<file path="src/rtl/ex_mem_skid.sv">
// Purpose : EX->MEM pipeline register built as a two-entry skid buffer, with sticky ALU flags and optional overflow trap.
// Latency : 1 cycle from accept to mem_* when the buffer is EMPTY or drains in the accept cycle.
// Backpr. : ex_ready is registered and drops only in TWO (or while trap is set); it never depends combinationally on mem_ready.
//
// Ports:
//   clk, rst_n                 clock, asynchronous active-low reset
//   ex_valid / ex_ready        upstream handshake
//   ex_data, ex_ofl/cout/z     ALU result and flags
//   ex_wr_reg, ex_wr_en        destination register index and write enable
//   ex_flag_upd                accepted result updates the sticky flags
//   ex_chk_ofl, trap_clr       overflow-trap check and trap clear
//   flush                      synchronous flush, empties the buffer
//   mem_valid / mem_ready      downstream handshake
//   mem_data, mem_wr_reg, mem_wr_en, mem_ofl/cout/z   head entry fields
//   flags                      sticky {Z, C, V}
//   trap                       overflow trap pending
//
// Build option: define EX_OFL_TRAP_EN to include the overflow trap; otherwise trap is tied to 0.
module ex_mem_skid #(
  parameter int W = 16
) (
  input  logic         clk,
  input  logic         rst_n,
  input  logic         ex_valid,
  output logic         ex_ready,
  input  logic [W-1:0] ex_data,
  input  logic         ex_ofl,
  input  logic         ex_cout,
  input  logic         ex_z,
  input  logic [2:0]   ex_wr_reg,
  input  logic         ex_wr_en,
  input  logic         ex_flag_upd,
  input  logic         ex_chk_ofl,
  input  logic         flush,
  input  logic         trap_clr,
  output logic         mem_valid,
  input  logic         mem_ready,
  output logic [W-1:0] mem_data,
  output logic [2:0]   mem_wr_reg,
  output logic         mem_wr_en,
  output logic         mem_ofl,
  output logic         mem_cout,
  output logic         mem_z,
  output logic [2:0]   flags,
  output logic         trap
);

  typedef enum logic [1:0] {EMPTY, ONE, TWO} state_t;

  typedef struct packed {
    logic [W-1:0] data;
    logic [2:0]   wr_reg;
    logic         wr_en;
    logic         ofl;
    logic         cout;
    logic         z;
  } entry_t;

  state_t state_q, state_d;
  entry_t head_q, head_d;   // entry presented to MEM
  entry_t skid_q, skid_d;   // second entry, only meaningful in TWO
  entry_t in_ent;
  logic   ex_ready_q, ex_ready_d;
  logic   [2:0] flags_q;
  logic   trap_d;
  logic   accept, drain;

  assign mem_valid = (state_q != EMPTY);
  assign accept    = ex_valid && ex_ready_q;
  assign drain     = mem_valid && mem_ready;

  always_comb begin
    in_ent        = '0;
    in_ent.data   = ex_data;
    in_ent.wr_reg = ex_wr_reg;
    in_ent.wr_en  = ex_wr_en;
    in_ent.ofl    = ex_ofl;
    in_ent.cout   = ex_cout;
    in_ent.z      = ex_z;
  end

  always_comb begin
    state_d = state_q;
    head_d  = head_q;
    skid_d  = skid_q;
    if (flush) begin
      state_d = EMPTY;
    end else begin
      case (state_q)
        EMPTY: begin
          if (accept) begin
            state_d = ONE;
            head_d  = in_ent;
          end
        end
        ONE: begin
          if (accept && drain) begin
            head_d = in_ent;
          end else if (accept) begin
            state_d = TWO;
            skid_d  = in_ent;
          end else if (drain) begin
            state_d = EMPTY;
          end
        end
        TWO: begin
          // ex_ready is 0 in TWO, so only a drain can happen here.
          if (drain) begin
            state_d = ONE;
            head_d  = skid_q;
          end
        end
        default: state_d = EMPTY;
      endcase
    end
  end

`ifdef EX_OFL_TRAP_EN
  logic trap_q;

  // A trapping accept wins over a simultaneous clear; a flushed accept never traps.
  always_comb begin
    trap_d = trap_q;
    if (accept && !flush && ex_chk_ofl && ex_ofl) begin
      trap_d = 1'b1;
    end else if (trap_clr) begin
      trap_d = 1'b0;
    end
  end

  always_ff @(posedge clk or negedge rst_n) begin
    if (!rst_n) begin
      trap_q <= 1'b0;
    end else begin
      trap_q <= trap_d;
    end
  end

  assign trap = trap_q;
`else
  logic unused_trap_inputs;
  assign unused_trap_inputs = ^{ex_chk_ofl, trap_clr};
  assign trap_d = 1'b0;
  assign trap   = 1'b0;
`endif

  // ready is computed from next state so it is registered yet exact.
  assign ex_ready_d = (state_d != TWO) && !trap_d;

  always_ff @(posedge clk or negedge rst_n) begin
    if (!rst_n) begin
      state_q    <= EMPTY;
      head_q     <= '0;
      skid_q     <= '0;
      ex_ready_q <= 1'b1;
      flags_q    <= 3'b000;
    end else begin
      state_q    <= state_d;
      head_q     <= head_d;
      skid_q     <= skid_d;
      ex_ready_q <= ex_ready_d;
      if (accept && ex_flag_upd && !flush) begin
        flags_q <= {ex_z, ex_cout, ex_ofl};
      end
    end
  end

  assign ex_ready   = ex_ready_q;
  assign mem_data   = head_q.data;
  assign mem_wr_reg = head_q.wr_reg;
  assign mem_wr_en  = head_q.wr_en;
  assign mem_ofl    = head_q.ofl;
  assign mem_cout   = head_q.cout;
  assign mem_z      = head_q.z;
  assign flags      = flags_q;

endmodule

</file>
<file path="config.mk">
export PLATFORM = sky130hd
export DESIGN_NAME = ex_mem_skid
export DESIGN_NICKNAME = d
export VERILOG_FILES = /design/src/rtl/ex_mem_skid.sv
export SDC_FILE = /design/constraint.sdc
export NUM_CORES = 1
export LEC_CHECK = 0
export CORE_ASPECT_RATIO = 1.4
export CORE_MARGIN = 5
export CORE_UTILIZATION = 50
export CTS_BUF_LIST = sky130_fd_sc_hd__clkbuf_4
export DETAILED_ROUTE_END_ITERATION = 8
export GPL_TIMING_DRIVEN = 0
export PLACE_DENSITY = 0.86
export SETUP_SLACK_MARGIN = 0.1
export SLEW_MARGIN = 0
export SYNTH_ARGS = -nofsm -noshare
export SYNTH_HDL_FRONTEND = slang
export SYNTH_SLANG_ARGS = --single-unit
</file>
<file path="constraint.sdc">
create_clock -name clk -period 2.07 [get_ports clk]
set_input_delay 0.3105 -clock clk [delete_from_list [all_inputs] [get_ports clk]]
set_output_delay 0.3105 -clock clk [all_outputs]
set_load 0.02 [all_outputs]
</file>
==> out/qor.yml, run 1 <==
grt:
  grt_pass1_vias: 1626
  grt_pass1_wl_um: 7890
  antenna_found_initial: 0
  grt_max_degree: 28
  grtUsageTotal: 0.168
  grt.overflow.total: 0
sta:
  rsz0062_at_grt: "no"
  fin_worst_skew_ns: 0.00893
  period_share: 0.891
  setup_viol: 0
  worst_pin_slew_ns: 0.834
  drv_slew: 0
  relSlewSlack: 0.442
  finalHoldViolCount: 0
  fmax_mhz: 542
  setup_ws_ns: 0.226
  fin_crit_ns: 1.84
  totalNegativeSetupSlack_ns: 0
critical_path:
  endpoint_kind: "register"
  cp.required_ns: 2.36
  path_max_fanout: 10
  cp.arrival_ns: 2.14
  critPathKind: "reg -> reg"
  start_kind: "register"
layout:
  regMostFlops: "skid_q"
  antennaDiodeCount: 0
  largest_reg_flops: 23
  fin_nets: 272
  drive_gt1_frac: 0.260
  fin_area_mm2: 0.00303
  syn2layout_area_growth_pct: 31.1
  utilization: 0.674
yosys:
  synthesis.nets: 207
  syn_area_per_cell_um2: 13.2
  synthTopCellsByArea: "dfrtp_1, mux2_2, mux2i_1"
  yosysUniqueCellTypes: 24
  yosys.area.top_type_share: 0.551
  yosysTopAreaCell: "dfrtp_1"
  netlist_instances: 176
  syn-cell-area_mm2: 0.00231
  yosys_warnings: 0
  ys_ff_latch: 52
  synth-seq-area-share: 0.563
clock_network:
  cts_max_level: 2
  cts_max_path_buffers: 2
  clk_pin_slew_ns: 0.14
  cts_tree: "built"
  cts_root_buf: "clkbuf_4"
  clock_sinks: 52
  clock_latency_ns: 0.36
  cts-buffers-inserted: 5
routing:
  vias_per_cell: 5.04
  vias: 1533
  wl_per_cell_um: 15.0
  drt_pre_antenna_iters: 3
  drt_iter0_drc: 37
  drc: 0
  wirelength_um: 4550
  postRouteAntennaNets: 0
floorplanning:
  die_w_um: 67.5
  dieArea_mm2: 0.00611
  die_y_um: 90.5
  core-area_mm2: 0.00450
  start_util: 0.514
  rows: 29
  num_io_pins: 60
power:
  p_total_uw: 2610
  p_leak_uw: 0.00124
  max-vdd-ir-drop_mv: 0.574
  pwr_density_cell_mw_per_mm2: 861
placement:
  io_buffers: 56
  placed_cell_area_mm2: 0.00297
  hpwl_um: 3430
  routabilityCongestion: 0.759
  post-place-ws_ns: -0.158
hold_path:
  holdCritPathClass: "in -> async"
flow_run:
  drv_cap: 0
outcome:
  status: "finished clean"
## power breakdown
part,switching (uW),internal (uW),leakage (uW)
Combinational,355,426,0.000596
Clock,294,158,0.0000338
Sequential,124,1250,0.000608
Total,774,1840,0.00124
## layout make-up
class | instances | area, um^2
plain buffers | 10 | 85.1
clock buffers | 7 | 52.6
clock inverters | 1 | 3.75
fillers | 387 | 1470
multi-input cells | 114 | 927
flip-flops and latches | 52 | 1300
well taps | 62 | 77.6
repair buffers | 58 | 584
## path summary, 6_finish.rpt
| check | start | end | slack, ns | cells after the start |
|---|---|---|---|---|
| setup / recovery | state_q[0]$_DFF_PN0_ | mem_data[14]$_DFFE_PN0P_ | 0.23 | 5 |
| hold / removal | rst_n | flags[2]$_DFFE_PN0P_ | 0.49 | 2 |
| setup reg to reg | state_q[0]$_DFF_PN0_ | mem_data[14]$_DFFE_PN0P_ | 0.23 | 5 |
| hold reg to reg | skid_q[5]$_DFFE_PN0P_ | skid_q[5]$_DFFE_PN0P_ | 0.52 | 1 |
| max in group asynchronous | rst_n | ex_ready$_DFF_PN1_ | 0.96 | 3 |
| min in group clk | skid_q[5]$_DFFE_PN0P_ | skid_q[5]$_DFFE_PN0P_ | 0.52 | 1 |
## what timing repair did
item                                    CTS  global route
buffers inserted                          0             0
pin swaps                                 0             1
gates resized for setup                   2             0
hold buffers                              1             0
endpoints found under the setup margin    1            16
hold endpoints to repair                 26             0
## cells by family after synthesis
group,Yosys count,synth area share
other,1,0.00162
DFF,52,0.563
and+or+nand+nor,36,0.0692
buffers and inverters,10,0.0368
AOI/OAI and AO/OA,27,0.100
xor gates and xnor gates,1,0.00378
muxes,49,0.226
## synth_stat cells, drive strengths merged
library cell and number:
buf 10, mux2i 23, a21oi 23, conb 1, or2 1, nand2 3, a211oi 1, nor2b 2
nand2b 2, o41ai 1, mux2 26, dfstp 1, nand4b 1, a211o 1, a2bb2oi 1, dfrtp 51
nor2 26, or4bb 1, xnor2 1
## per-layer routing
layer,share of wire,routed length [um],GRT usage
met5,0,0,0
met4,0.015,66,0.0541
met3,0.058,264,0.0523
met2,0.52,2350,0.271
met1,0.41,1870,0.210
## worst max-delay path: stages, from the launching register on
cell and delay, ns:
dfrtp_1 0.46, nor2b_1 0.18, o41ai_4 0.75, buf_8 0.23, nor2_1 0.05, a21oi_2 0.10
## through the flow
step	hold WS [ns]	instances
after detailed placement	0.360	295
after floorplan	0.0149	176
final	0.489	304
after CTS	0.491	304
after global placement	0.473	294
after global routing	0.501	304
## placed cells by master (no fill, tap or decap), drive strengths merged
cell type	netlist	routed
clkdlybuf4s50	0	54
dfrtp	51	51
nor2	26	26
mux2	26	26
mux2i	23	23
a21oi	23	23
buf	10	12
clkbuf	0	7
nand2	3	3
nand2b	2	2
nor2b	2	2
a211oi	1	1
xnor2	1	1
a2bb2oi	1	1
or2	1	1
a211o	1	1
or4bb	1	1
o41ai	1	1
nand4b	1	1
conb	1	1
clkinv	0	1
dfstp	1	1
dlygate4sd3	0	1
dlygate4sd2	0	1
No activity file was read; power rests on OpenSTA's default activity.
==> run 2, diff against run 1 <==
--- a/config.mk
+++ b/config.mk
@@ -7,11 +7,11 @@
 export LEC_CHECK = 0
 export CORE_ASPECT_RATIO = 1.4
 export CORE_MARGIN = 5
-export CORE_UTILIZATION = 50
-export CTS_BUF_LIST = sky130_fd_sc_hd__clkbuf_4
+export CORE_UTILIZATION = 48
+export CTS_BUF_LIST = sky130_fd_sc_hd__clkbuf_16
 export DETAILED_ROUTE_END_ITERATION = 8
 export GPL_TIMING_DRIVEN = 0
-export PLACE_DENSITY = 0.86
+export PLACE_DENSITY = 0.83
 export SETUP_SLACK_MARGIN = 0.1
 export SLEW_MARGIN = 0
 export SYNTH_ARGS = -nofsm -noshare
==> out/qor.yml, run 2 (synthesized netlist as in run 1, its figures left out) <==
outcome:
  status: "finished clean"
clock_network:
  cts_max_path_buffers: 2
  clock_latency_ns: 0.28
  clk_pin_slew_ns: 0.06
  cts_hold_buf: 0
  cts_tree: "built"
  clock_sinks: 52
  cts_max_level: 2
  cts_root_buf: "clkbuf_16"
  cts-buffers-inserted: 5
critical_path:
  start_kind: "register"
  crit_start: "state_q[1]$_DFF_PN0_"
  endpoint_kind: "primary output"
  critPathSlowestCell: "clkdlybuf4s50_1"
  path_max_fanout: 7
  critPathTopFamily: "buffers and inverters"
  reg2reg_from: "ex_ready$_DFF_PN1_"
  critPathKind: "reg -> out"
  slowest_delay_ns: 0.54
  cp.required_ns: 1.76
  path_cells: "or2_2 > clkdlybuf4s50_1"
  path_buf_inv: 1
  cp.arrival_ns: 1.60
placement:
  dp.cells: 297
  routabilityCongestion: 0.684
  hpwl_um: 3380
  io_buffers: 56
  post-place-ws_ns: -0.170
layout:
  drive_gt1_frac: 0.267
  layout_common_cells: "clkdlybuf4s50_1, dfrtp_1, nor2_1"
  regMostFlops: "skid_q"
  utilization: 0.674
  antennaDiodeCount: 0
  final_common_cell: "clkdlybuf4s50_1"
  largest_reg_flops: 23
  stdcell_count: 307
  syn2layout_area_growth_pct: 38.8
  fin_nets: 273
sta:
  setup_ws_ns: 0.159
  finalHoldViolCount: 0
  rsz0062_at_grt: "no"
  fmax_mhz: 523
  setup_viol: 0
  worst_pin_slew_ns: 0.598
  drv_slew: 0
  period_share: 0.923
  relSlewSlack: 0.602
  totalNegativeSetupSlack_ns: 0
  fin_worst_skew_ns: 0.00340
  fin_crit_ns: 1.91
floorplanning:
  die_w_um: 68.7
  die_y_um: 92.2
  core-area_mm2: 0.00477
  rows: 30
  num_io_pins: 60
  dieArea_mm2: 0.00633
  start_util: 0.486
power:
  p_leak_uw: 0.00132
  p_total_uw: 3340
  p_sw_uw: 839
  max-vdd-ir-drop_mv: 0.793
  pwr-share-comb: 0.237
  p_seq_frac: 0.414
  pwr_density_cell_mw_per_mm2: 1040
  p_int_uw: 2510
  clkPwrFrac: 0.348
  switching_share: 0.251
routing:
  postRouteAntennaNets: 0
  drc: 0
  drt_pre_antenna_iters: 4
  drt_iter0_drc: 41
  vias: 1570
  wirelength_um: 4750
  wl_per_cell_um: 15.5
  vias_per_cell: 5.11
grt:
  grt_pass1_vias: 1692
  grt_max_degree: 29
  antenna_found_initial: 0
  grt.overflow.total: 0
  grtUsageTotal: 0.166
  grt_pass1_wl_um: 7960
hold_path:
  holdCritPathClass: "in -> async"
flow_run:
  drv_cap: 0
-- run 2: cell types whose count changed in the layout (fill, tap and decap cells not counted) --
| cell | before | now |
|---|---|---|
| buf_12 | 1 | 2 |
| buf_4 | 1 | 2 |
| bufinv_16 | 0 | 3 |
| clkbuf_16 | 0 | 5 |
| clkbuf_4 | 7 | 0 |
| clkdlybuf4s50_1 | 54 | 55 |
| clkinv_1 | 1 | 0 |
| dfrtp_1 | 50 | 51 |
| dfrtp_2 | 1 | 0 |
| dlygate4sd2_1 | 1 | 0 |
| dlygate4sd3_1 | 1 | 0 |
-- run 2: timing repair --
| item | 4_1_cts | 5_1_grt |
|---|---|---|
| endpoints found under the setup margin | 0 | 20 |
| buffers inserted | 0 | 2 |
| gates resized for setup | 0 | 0 |
-- run 2: metal layers --
layer	up-vias	wire, um	track usage	share of wire
met1	773	1840	0.200	0.39
met2	44	2570	0.286	0.54
met5	-	0	0	0
met3	5	286	0.0441	0.060
met4	0	51	0.0390	0.011
li1	748	-	-	-
-- run 2: metrics by stage --
step,instance area [um^2],hold WS (ns)
after floorplan,2310,0.0149
after global placement,2960,0.473
after detailed placement,2970,0.344
after CTS,3190,0.0415
after global routing,3210,0.0641
final,3210,0.0271
-- run 2: area by class of cell --
class | instances | area [um^2]
clock buffers | 5 | 125
clock inverters | 3 | 90.1
fillers | 382 | 1550
flip-flops and latches | 52 | 1300
well taps | 64 | 80.1
plain buffers | 10 | 85.1
multi-input cells | 114 | 927
repair buffers | 59 | 603
-- run 2: power by group through the flow --
| stage | sequential (uW) | combinational (uW) | clock (uW) |
|---|---|---|---|
| 2_1_floorplan | 1500 | 318 | 0 |
| 3_3_place_gp | 1390 | 769 | 0 |
| 3_5_place_dp | 1400 | 795 | 0 |
| 4_1_cts | 1390 | 801 | 1190 |
| 5_1_grt | 1420 | 863 | 1230 |
| 6_report | 1390 | 794 | 1170 |
-- run 2: path summary, 6_finish.rpt --
| check | to | slack, ns | depth (start not counted) |
|---|---|---|---|
| max in group asynchronous | skid_q[16]$_DFFE_PN0P_ | 1.49 | 2 |
| setup / recovery | mem_valid | 0.16 | 2 |
| min in group clk | skid_q[10]$_DFFE_PN0P_ | 0.49 | 1 |
| setup reg to reg | skid_q[5]$_DFFE_PN0P_ | 0.38 | 5 |
| hold reg to reg | skid_q[10]$_DFFE_PN0P_ | 0.49 | 1 |
| hold / removal | flags[1]$_DFFE_PN0P_ | 0.03 | 1 |
